[src/rtl/count_uart_pkg.sv]
// count_uart_pkg: shared types and constants for the count UART reporter.
// Holds the controller state enum, the ASCII bytes of the report, the
// message length and the double-dabble step used for BCD conversion.
package count_uart_pkg;

  typedef enum logic [2:0] {
    ST_IDLE = 3'd0,
    ST_CONV = 3'd1,
    ST_SEND = 3'd2,
    ST_WAIT = 3'd3,
    ST_DONE = 3'd4
  } state_t;

  localparam logic [7:0] ASCII_U  = 8'h55;
  localparam logic [7:0] ASCII_D  = 8'h44;
  localparam logic [7:0] ASCII_R  = 8'h52;
  localparam logic [7:0] ASCII_S  = 8'h53;
  localparam logic [7:0] ASCII_0  = 8'h30;
  localparam logic [7:0] ASCII_CR = 8'h0D;
  localparam logic [7:0] ASCII_LF = 8'h0A;

  localparam int MSG_LEN     = 8;
  localparam int CONV_CYCLES = 14;

  localparam logic [13:0] COUNT_MAX = 14'd9999;

  // One double-dabble iteration on {bcd[15:0], bin[13:0]}: add 3 to every
  // BCD digit that is 5 or more, then shift the whole vector left by one.
  function automatic logic [29:0] dabble_step(input logic [29:0] v);
    logic [29:0] t;
    t = v;
    for (int d = 0; d < 4; d++) begin
      if (t[14 + 4*d +: 4] >= 4'd5) begin
        t[14 + 4*d +: 4] = t[14 + 4*d +: 4] + 4'd3;
      end
    end
    return {t[28:0], 1'b0};
  endfunction

endpackage

[src/rtl/uart_tx_core.sv]
// uart_tx_core: 8N1 byte serializer. A start pulse while idle latches the
// byte; the frame (start, 8 data bits LSB first, stop) is shifted out with
// each bit held DIV clocks. done pulses for one cycle when the stop bit ends.
// Handshake: start is accepted only in a cycle where busy is low; busy stays
// high from the accepting edge until the stop bit has been held DIV cycles.
module uart_tx_core #(
  parameter int DIV = 10
) (
  input  logic       clk,
  input  logic       reset_n,
  input  logic       start,
  input  logic [7:0] data,
  output logic       tx,
  output logic       busy,
  output logic       done
);

  localparam int CW = (DIV > 1) ? $clog2(DIV) : 1;

  logic [CW-1:0] baud_cnt;
  logic [3:0]    bit_idx;
  logic [9:0]    frame;

  // Serializer: latch the frame on start, advance one bit every DIV cycles.
  always_ff @(posedge clk or negedge reset_n) begin
    if (!reset_n) begin
      tx       <= 1'b1;
      busy     <= 1'b0;
      done     <= 1'b0;
      baud_cnt <= '0;
      bit_idx  <= '0;
      frame    <= '1;
    end else begin
      done <= 1'b0;
      if (!busy) begin
        if (start) begin
          frame    <= {1'b1, data, 1'b0};
          tx       <= 1'b0;
          busy     <= 1'b1;
          baud_cnt <= '0;
          bit_idx  <= '0;
        end
      end else if (baud_cnt == CW'(DIV - 1)) begin
        baud_cnt <= '0;
        if (bit_idx == 4'd9) begin
          busy <= 1'b0;
          done <= 1'b1;
          tx   <= 1'b1;
        end else begin
          frame   <= {1'b1, frame[9:1]};
          tx      <= frame[1];
          bit_idx <= bit_idx + 4'd1;
        end
      end else begin
        baud_cnt <= baud_cnt + CW'(1);
      end
    end
  end

endmodule

[src/rtl/count_uart_reporter.sv]
// count_uart_reporter: on a send request, captures count/mode/run_stop,
// converts count (clamped to 9999) to BCD with 14 double-dabble steps and
// transmits the 8-byte report "<U|D>dddd<R|S>\r\n" over an 8N1 UART.
// Optional feature: define COUNT_UART_AUTO_REPORT_EN to also start a report
// from IDLE whenever count differs from the last reported value.
// state_dbg exposes the controller state (count_uart_pkg::state_t encoding).
module count_uart_reporter
  import count_uart_pkg::*;
#(
  parameter int CLK_FREQ = 100_000_000,
  parameter int BAUD     = 9600
) (
  input  logic        clk,
  input  logic        reset_n,
  input  logic        send,
  input  logic [13:0] count,
  input  logic        mode,
  input  logic        run_stop,
  output logic        tx,
  output logic        tx_busy,
  output logic        tx_done,
  output logic [2:0]  state_dbg
);

  localparam int DIV = CLK_FREQ / BAUD;

  state_t      state;
  logic [29:0] work;
  logic [3:0]  conv_cnt;
  logic [2:0]  idx;
  logic        mode_q;
  logic        run_q;
  logic        core_start;
  logic        core_busy;
  logic        core_done;
  logic [7:0]  byte_sel;
  logic        start_req;

  assign state_dbg = state;

`ifdef COUNT_UART_AUTO_REPORT_EN
  logic [13:0] last_val;

  assign start_req = send || (count != last_val);

  // Remember the count captured for the most recent report.
  always_ff @(posedge clk or negedge reset_n) begin
    if (!reset_n) begin
      last_val <= '0;
    end else if (state == ST_IDLE && start_req) begin
      last_val <= count;
    end
  end
`else
  assign start_req = send;
`endif

  // Byte for the current message index; digits come from the BCD field.
  always_comb begin
    byte_sel = ASCII_LF;
    case (idx)
      3'd0:    byte_sel = mode_q ? ASCII_D : ASCII_U;
      3'd1:    byte_sel = ASCII_0 + {4'd0, work[29:26]};
      3'd2:    byte_sel = ASCII_0 + {4'd0, work[25:22]};
      3'd3:    byte_sel = ASCII_0 + {4'd0, work[21:18]};
      3'd4:    byte_sel = ASCII_0 + {4'd0, work[17:14]};
      3'd5:    byte_sel = run_q ? ASCII_R : ASCII_S;
      3'd6:    byte_sel = ASCII_CR;
      default: byte_sel = ASCII_LF;
    endcase
  end

  // Report controller: capture, convert, then hand bytes to the serializer.
  always_ff @(posedge clk or negedge reset_n) begin
    if (!reset_n) begin
      state      <= ST_IDLE;
      work       <= '0;
      conv_cnt   <= '0;
      idx        <= '0;
      mode_q     <= 1'b0;
      run_q      <= 1'b0;
      core_start <= 1'b0;
      tx_busy    <= 1'b0;
      tx_done    <= 1'b0;
    end else begin
      core_start <= 1'b0;
      tx_done    <= 1'b0;
      case (state)
        ST_IDLE: begin
          if (start_req) begin
            work     <= {16'd0, (count > COUNT_MAX) ? COUNT_MAX : count};
            mode_q   <= mode;
            run_q    <= run_stop;
            conv_cnt <= '0;
            idx      <= '0;
            tx_busy  <= 1'b1;
            state    <= ST_CONV;
          end
        end
        ST_CONV: begin
          work     <= dabble_step(work);
          conv_cnt <= conv_cnt + 4'd1;
          if (conv_cnt == 4'(CONV_CYCLES - 1)) begin
            core_start <= 1'b1;
            state      <= ST_SEND;
          end
        end
        ST_SEND: begin
          state <= ST_WAIT;
        end
        ST_WAIT: begin
          if (core_done) begin
            if (idx < 3'(MSG_LEN - 1)) begin
              idx        <= idx + 3'd1;
              core_start <= 1'b1;
              state      <= ST_SEND;
            end else begin
              tx_busy <= 1'b0;
              tx_done <= 1'b1;
              state   <= ST_DONE;
            end
          end
        end
        ST_DONE: begin
          state <= ST_IDLE;
        end
        default: begin
          state <= ST_IDLE;
        end
      endcase
    end
  end

  uart_tx_core #(
    .DIV(DIV)
  ) u_tx (
    .clk     (clk),
    .reset_n (reset_n),
    .start   (core_start & ~core_busy),
    .data    (byte_sel),
    .tx      (tx),
    .busy    (core_busy),
    .done    (core_done)
  );

endmodule
[config.mk]
export PLATFORM = sky130hd
export DESIGN_NAME = count_uart_reporter
export DESIGN_NICKNAME = d
export VERILOG_FILES = /design/src/rtl/count_uart_pkg.sv /design/src/rtl/uart_tx_core.sv /design/src/rtl/count_uart_reporter.sv
export SDC_FILE = /design/constraint.sdc
export NUM_CORES = 1
export LEC_CHECK = 0
export ABC_CLOCK_PERIOD_IN_PS = 2200
export CAP_MARGIN = 20
export CELL_PAD_IN_SITES_DETAIL_PLACEMENT = 0
export CELL_PAD_IN_SITES_GLOBAL_PLACEMENT = 2
export CORE_ASPECT_RATIO = 0.8
export CORE_MARGIN = 5
export CORE_UTILIZATION = 38
export DETAILED_ROUTE_END_ITERATION = 10
export PLACE_DENSITY_LB_ADDON = 0.1
export RECOVER_POWER = 25
export SLEW_MARGIN = 20
export SYNTH_ARGS = -nofsm -noshare
export SYNTH_HDL_FRONTEND = slang
export SYNTH_HIERARCHICAL = 1
export SYNTH_SLANG_ARGS = --single-unit
[constraint.sdc]
create_clock -name clk -period 2.2 [get_ports clk]
set_input_delay 0.44 -clock clk [delete_from_list [all_inputs] [get_ports clk]]
set_output_delay 0.44 -clock clk [all_outputs]
set_load 0.02 [all_outputs]
# Word-level counts from Yosys, hierarchy flattened
# Index checks and enable logic that the tools add are counted.
# totals
in_bits,19
register_bits,76
wordCells,120
output_inout_bits,6
# op_classes
n_eq_ne,19
n_mux,54
bitwise_logic,2
magnitude_cmp,6
reduce_logical,12
n_addsub,12
# ops
op,n
30-bit case mux with 2 select lines,1
14-bit 2-to-1 mux,4
7-bit case mux with 7 select lines,1
10-bit 2-to-1 mux,4
4-bit 2-to-1 mux,8
30-bit 2-to-1 mux,1
6-bit by 4-bit adder with 7-bit output (first input constant),4
3-bit 2-to-1 mux,8
1-bit 2-to-1 mux,21
4-bit by 3-bit greater-or-equal comparator with 1-bit output (second input constant),4
14-bit by 1-bit adder with 14-bit output (second input constant),1
14-bit == test (second input constant),1
14-bit greater-than comparator (second input constant),1
4-bit by 2-bit adder with 4-bit output (second input constant),3
3-bit by 2-bit == test with 1-bit output (second input constant),4
2-bit inequality test (second input constant),6
3-bit case mux with 4 select lines,1
3-bit == test (second input constant),3
4-bit by 1-bit adder with 4-bit output (second input constant),2
4-bit == test (second input constant),2
4-bit case mux with 2 select lines,1
4-bit AND reduction,2
3-bit by 1-bit == test with 1-bit output (second input constant),2
3-bit zero test,2
other kinds (12),18

# Depth between registers and ports, before layout
# logic_depth
depth_word,4
mapped_depth,9
depth_no_buf,8

# Modules after synthesis
# The synthesis kept the hierarchy.
# by_module_without_submodules
module,area_per_inst_um2,instances,seq_area_each_um2,cells_each
count_uart_reporter,2499.9,1,1126.1,263
uart_tx_core,1627.8,1,737.0,165

# Worst setup path before layout
# No wires, ideal clock.
# synth_timing
path_type,reg2reg
from,register u_tx.baud_cnt[4]
to,register u_tx.bit_idx[3]
stages_incl_launch_ff,5
setup_ps,87
n_path_buf,0
synth_period_minus_slack_ps,1929
arrival_ps,1843
required_ps,2113
setup_slack_ps,271
cell_sequence,dfrtp_1 -> or4_4 -> nor4_4 -> or4b_1 -> o211ai_1
# synth_via
elab_chain_len,3
# synth_lines
item,line_no,rtl
"start, declared",uart_tx_core.sv:20,logic [CW-1:0] baud_cnt;
"start signal, assigned",uart_tx_core.sv:55,baud_cnt <= baud_cnt + CW'(1);
14-bit == test,uart_tx_core.sv:43,end else if (baud_cnt == CW'(DIV - 1)) begin
2-bit inequality test (no source line),-,
3-bit AND reduction (no source line),-,
"end signal, assigned",uart_tx_core.sv:52,bit_idx <= bit_idx + 4'd1;
"end, declared",uart_tx_core.sv:21,logic [3:0] bit_idx;
# Every way passes these cells.
# A chain may end at the register's enable or synchronous reset.

# Final worst setup path
# layout_timing
from,register u_tx.baud_cnt[0]
to,register u_tx.frame[6]
# layout_via
elab_chain_len,3
# layout_lines
item,line_no,rtl
14-bit == test,uart_tx_core.sv:43,
2-bit inequality test (no source line),-,
3-bit AND reduction (no source line),-,
"end signal, assigned",uart_tx_core.sv:37,"frame <= {1'b1, data, 1'b0};"
"end signal, assigned",uart_tx_core.sv:50,"frame <= {1'b1, frame[9:1]};"
"end, declared",uart_tx_core.sv:22,logic [9:0] frame;
# Every way passes these cells.

==> metrics.txt <==
largest net degree at the start of global routing=39; PortBufs=24; Final Cycle Share=0.910; post-synthesis sequential area ratio=0.451; Syn Std Cell Area=4130 um^2; Post-synth EDFFs=0; worst r2r dst=u_tx/frame[6]$_DFFE_PN1P_; Setup crit end kind=flip-flop; Max-Cap Viols=0; FFs w/ async S/R, synth=1.00; cell internal pwr=0.00372 W; All-Layer GR Usage=0.164; Net Switching=0.00225 W; share of layout cells above drive strength 1=0.122; area share of the largest cell type after synthesis=0.394; CTS Buffer Depth=2; drt first pass iters=5; number of synthesized register bits=74; clock root buffer=clkbuf_16; Die Y=103 um; Final Routed Wirelength=9850 um; R2R depth=5; CTS tree=done; I/O pin count=25; CTS sink cnt=74; Remaining DRCs=0; setup tns final=0 ns; count leader, synth=dfrtp_1; logic gate share of total power=0.400; crit path cell chain=ha_1 > and4b_1 > nand4_1 > or3_1 > o221a_1; CTS buffer count=9; Req. time, crit path=2.46 ns; synthesized instance count=428; vias in the first global route=3228; Hold WC Path Type=in2async; CP max stage delay=0.49 ns; RSZ-0062 raised after global routing=no; post-DP HPWL=7080 um; sw frac=0.377; post-synthesis to final-layout area growth=18.6%; Worst R2R Setup Slack=0.20 ns; WL per Instance=15.9 um; Yosys top cell by area=dfrtp_1; Sequential Power Share=0.377; final worst path period need=2.00 ns; Layout Skew=0.00760 ns; Yosys Warn Count=6; Pleak=2.10 nW; Clock power frac=0.223; DRT iter0 DRCs=253; startpoint types=flip-flop; Post-Layout Cell Count=618; ranking of synthesized cells by area=dfrtp_1 39%, ha_1 5.8%, dfstp_2 5.7%; Reg clk slew, reported paths=0.05 ns; initial antenna violation count=0; reg-to-reg startpoint=u_tx/baud_cnt[0]$_DFFE_PN0P_; data arrival time of the critical path=2.26 ns; Mapped Nets=466; Synth Flop Type=dfrtp_1; Avg Inst Size Synth=9.64 um^2; count of cell types in the netlist=61; VDD IR-drop max=0.524 mV; Area after DPL=4630 um^2; Max Clock Freq=0.500 GHz; Final Hold Vio Count=0; final setup vio count=0; Die Span X=127 um; top cells by count, synth=65 x dfrtp_1, 52 x nand2_1, 27 x o21ai_0; status=complete, no violations; Final nets=507; core box area=10800 um^2; RePlAce Congestion=0.841; Storage cell area=1860 um^2; # rows=34; PD cells=1220 nW/um^2; H-tree lvl count=3; Vias=3311; Design Power=0.00598 W; crit path max fanout=7; via/cell ratio=5.36; relative slew slack=0.324; pin slew with the least headroom to its limit=1.01 ns; Multi-input gate area=2070 um^2; global-route wire length before repair=17000 um; Post-DRT Antenna Nets=0; placed cell count=602; die area=13100 um^2; Pins Over Slew Limit=0; Clock Latency Late Sink=0.33 ns; ANT cells=0; fill count=1059; Initial Util=0.384; Crit Path Class=reg2reg; GRT overflow=0; Max stage delay cell, worst path=or3_1; final instance area=4890 um^2
[cell type report]
type,instances,share of cell area
Multi-Input combinational cell,310,0.423
Inverter,24,0.0184
Tap cell,144,0.0368
Clock inverter,3,0.00307
Timing Repair Buffer,50,0.0872
Sequential cell,74,0.381
Clock buffer,13,0.0511
[registers in the layout (all words and copies together), names as in the netlist]
register	cells
idx	3
u_tx/bit_idx	4
tx_done	1
u_tx/done	1
work	30
tx_busy	1
u_tx/frame	8
conv_cnt	4
mode_q	1
u_tx/busy	1
run_q	1
state_dbg	3
u_tx/baud_cnt	14
core_start	1
u_tx/tx	1
[cells by family after synthesis]
group / Yosys count / synth area share
AOI/OAI and AO/OA: 119 / 0.200
buffers and inverters: 44 / 0.0500
DFF: 74 / 0.451
adders and majority gates: 19 / 0.0576
muxes: 8 / 0.0194
other: 1 / 0.000908
xor gates and xnor gates: 8 / 0.0170
and+or+nand+nor: 155 / 0.204
[worst max-delay path, delay by kind of cell (launching register included)]
family                     cells  cell delay [ns]
DFF                            1             0.41
adders and majority gates      1             0.25
AOI/OAI and AO/OA              1             0.29
and+or+nand+nor                3             0.98
[per-layer routing]
| layer | track usage | vias up | part of all wire |
|---|---|---|---|
| met5 | 0 | - | 0 |
| met4 | 0.0453 | 0 | 0.013 |
| met3 | 0.0400 | 14 | 0.033 |
| met2 | 0.226 | 48 | 0.41 |
| met1 | 0.254 | 1596 | 0.54 |
| li1 | - | 1653 | - |
[cell usage in the layout, fill, tap and decap left out, types with 5 or more instances in the layout]
| master | count |
|---|---|
| a22o_1 | 8 |
| o22ai_1 | 12 |
| nand2b_1 | 13 |
| o211ai_1 | 6 |
| o31ai_1 | 5 |
| a21oi_1 | 24 |
| a22oi_1 | 5 |
| dfstp_2 | 9 |
| o21ai_0 | 27 |
| ha_1 | 19 |
| dfrtp_1 | 65 |
| nand4_1 | 7 |
| inv_1 | 24 |
| clkdlybuf4s50_1 | 23 |
| nand2_1 | 52 |
| clkbuf_16 | 9 |
| mux2i_1 | 8 |
| nand3_1 | 11 |
| nor2_1 | 26 |
| buf_4 | 25 |
| nor3_1 | 7 |
| o221a_1 | 7 |
[repair_timing]
| action | in CTS | in global routing |
|---|---|---|
| resized for setup | 0 | 1 |
| endpoints found under the setup margin | 0 | 7 |
| setup buffers | 0 | 0 |
| hold buffers | 0 | 0 |
[power by group through the flow]
stage	clock, W	sequential [W]	combinational (W)
floorplan	0	0.00215	0.00178
global placement	0	0.00227	0.00238
detailed placement	0	0.00227	0.00240
CTS	0.00138	0.00225	0.00242
global route	0.00143	0.00231	0.00272
finish	0.00133	0.00225	0.00239
[how the worst max path moves through the flow]
stage,startpoint,endpoint,slack (ns),cells after the start
finish,u_tx/baud_cnt[0]$_DFFE_PN0P_,u_tx/frame[6]$_DFFE_PN1P_,0.20,5
global placement,send,work[21]$_DFFE_PN0P_,0.16,5
CTS,u_tx/baud_cnt[8]$_DFFE_PN0P_,u_tx/frame[6]$_DFFE_PN1P_,0.18,4
floorplan,u_tx/baud_cnt[4]$_DFFE_PN0P_,u_tx/bit_idx[3]$_DFFE_PN0P_,0.27,4
detailed placement,send,work[21]$_DFFE_PN0P_,0.15,5
global route,u_tx/baud_cnt[0]$_DFFE_PN0P_,u_tx/frame[4]$_DFFE_PN1P_,0.02,5
[through the flow]
| step | setup slack (ns) | utilization | hold slack (ns) |
|---|---|---|---|
| 6_report | 0.199 | 0.455 | 0.266 |
| 5_1_grt | 0.0151 | 0.455 | 0.359 |
| 4_1_cts | 0.182 | 0.455 | 0.0985 |
| 3_5_place_dp | 0.151 | 0.430 | 0.452 |
| 3_3_place_gp | 0.160 | 0.430 | 0.450 |
| 2_1_floorplan | 0.271 | - | 0.144 |
(Power assumes the default switching activity.)
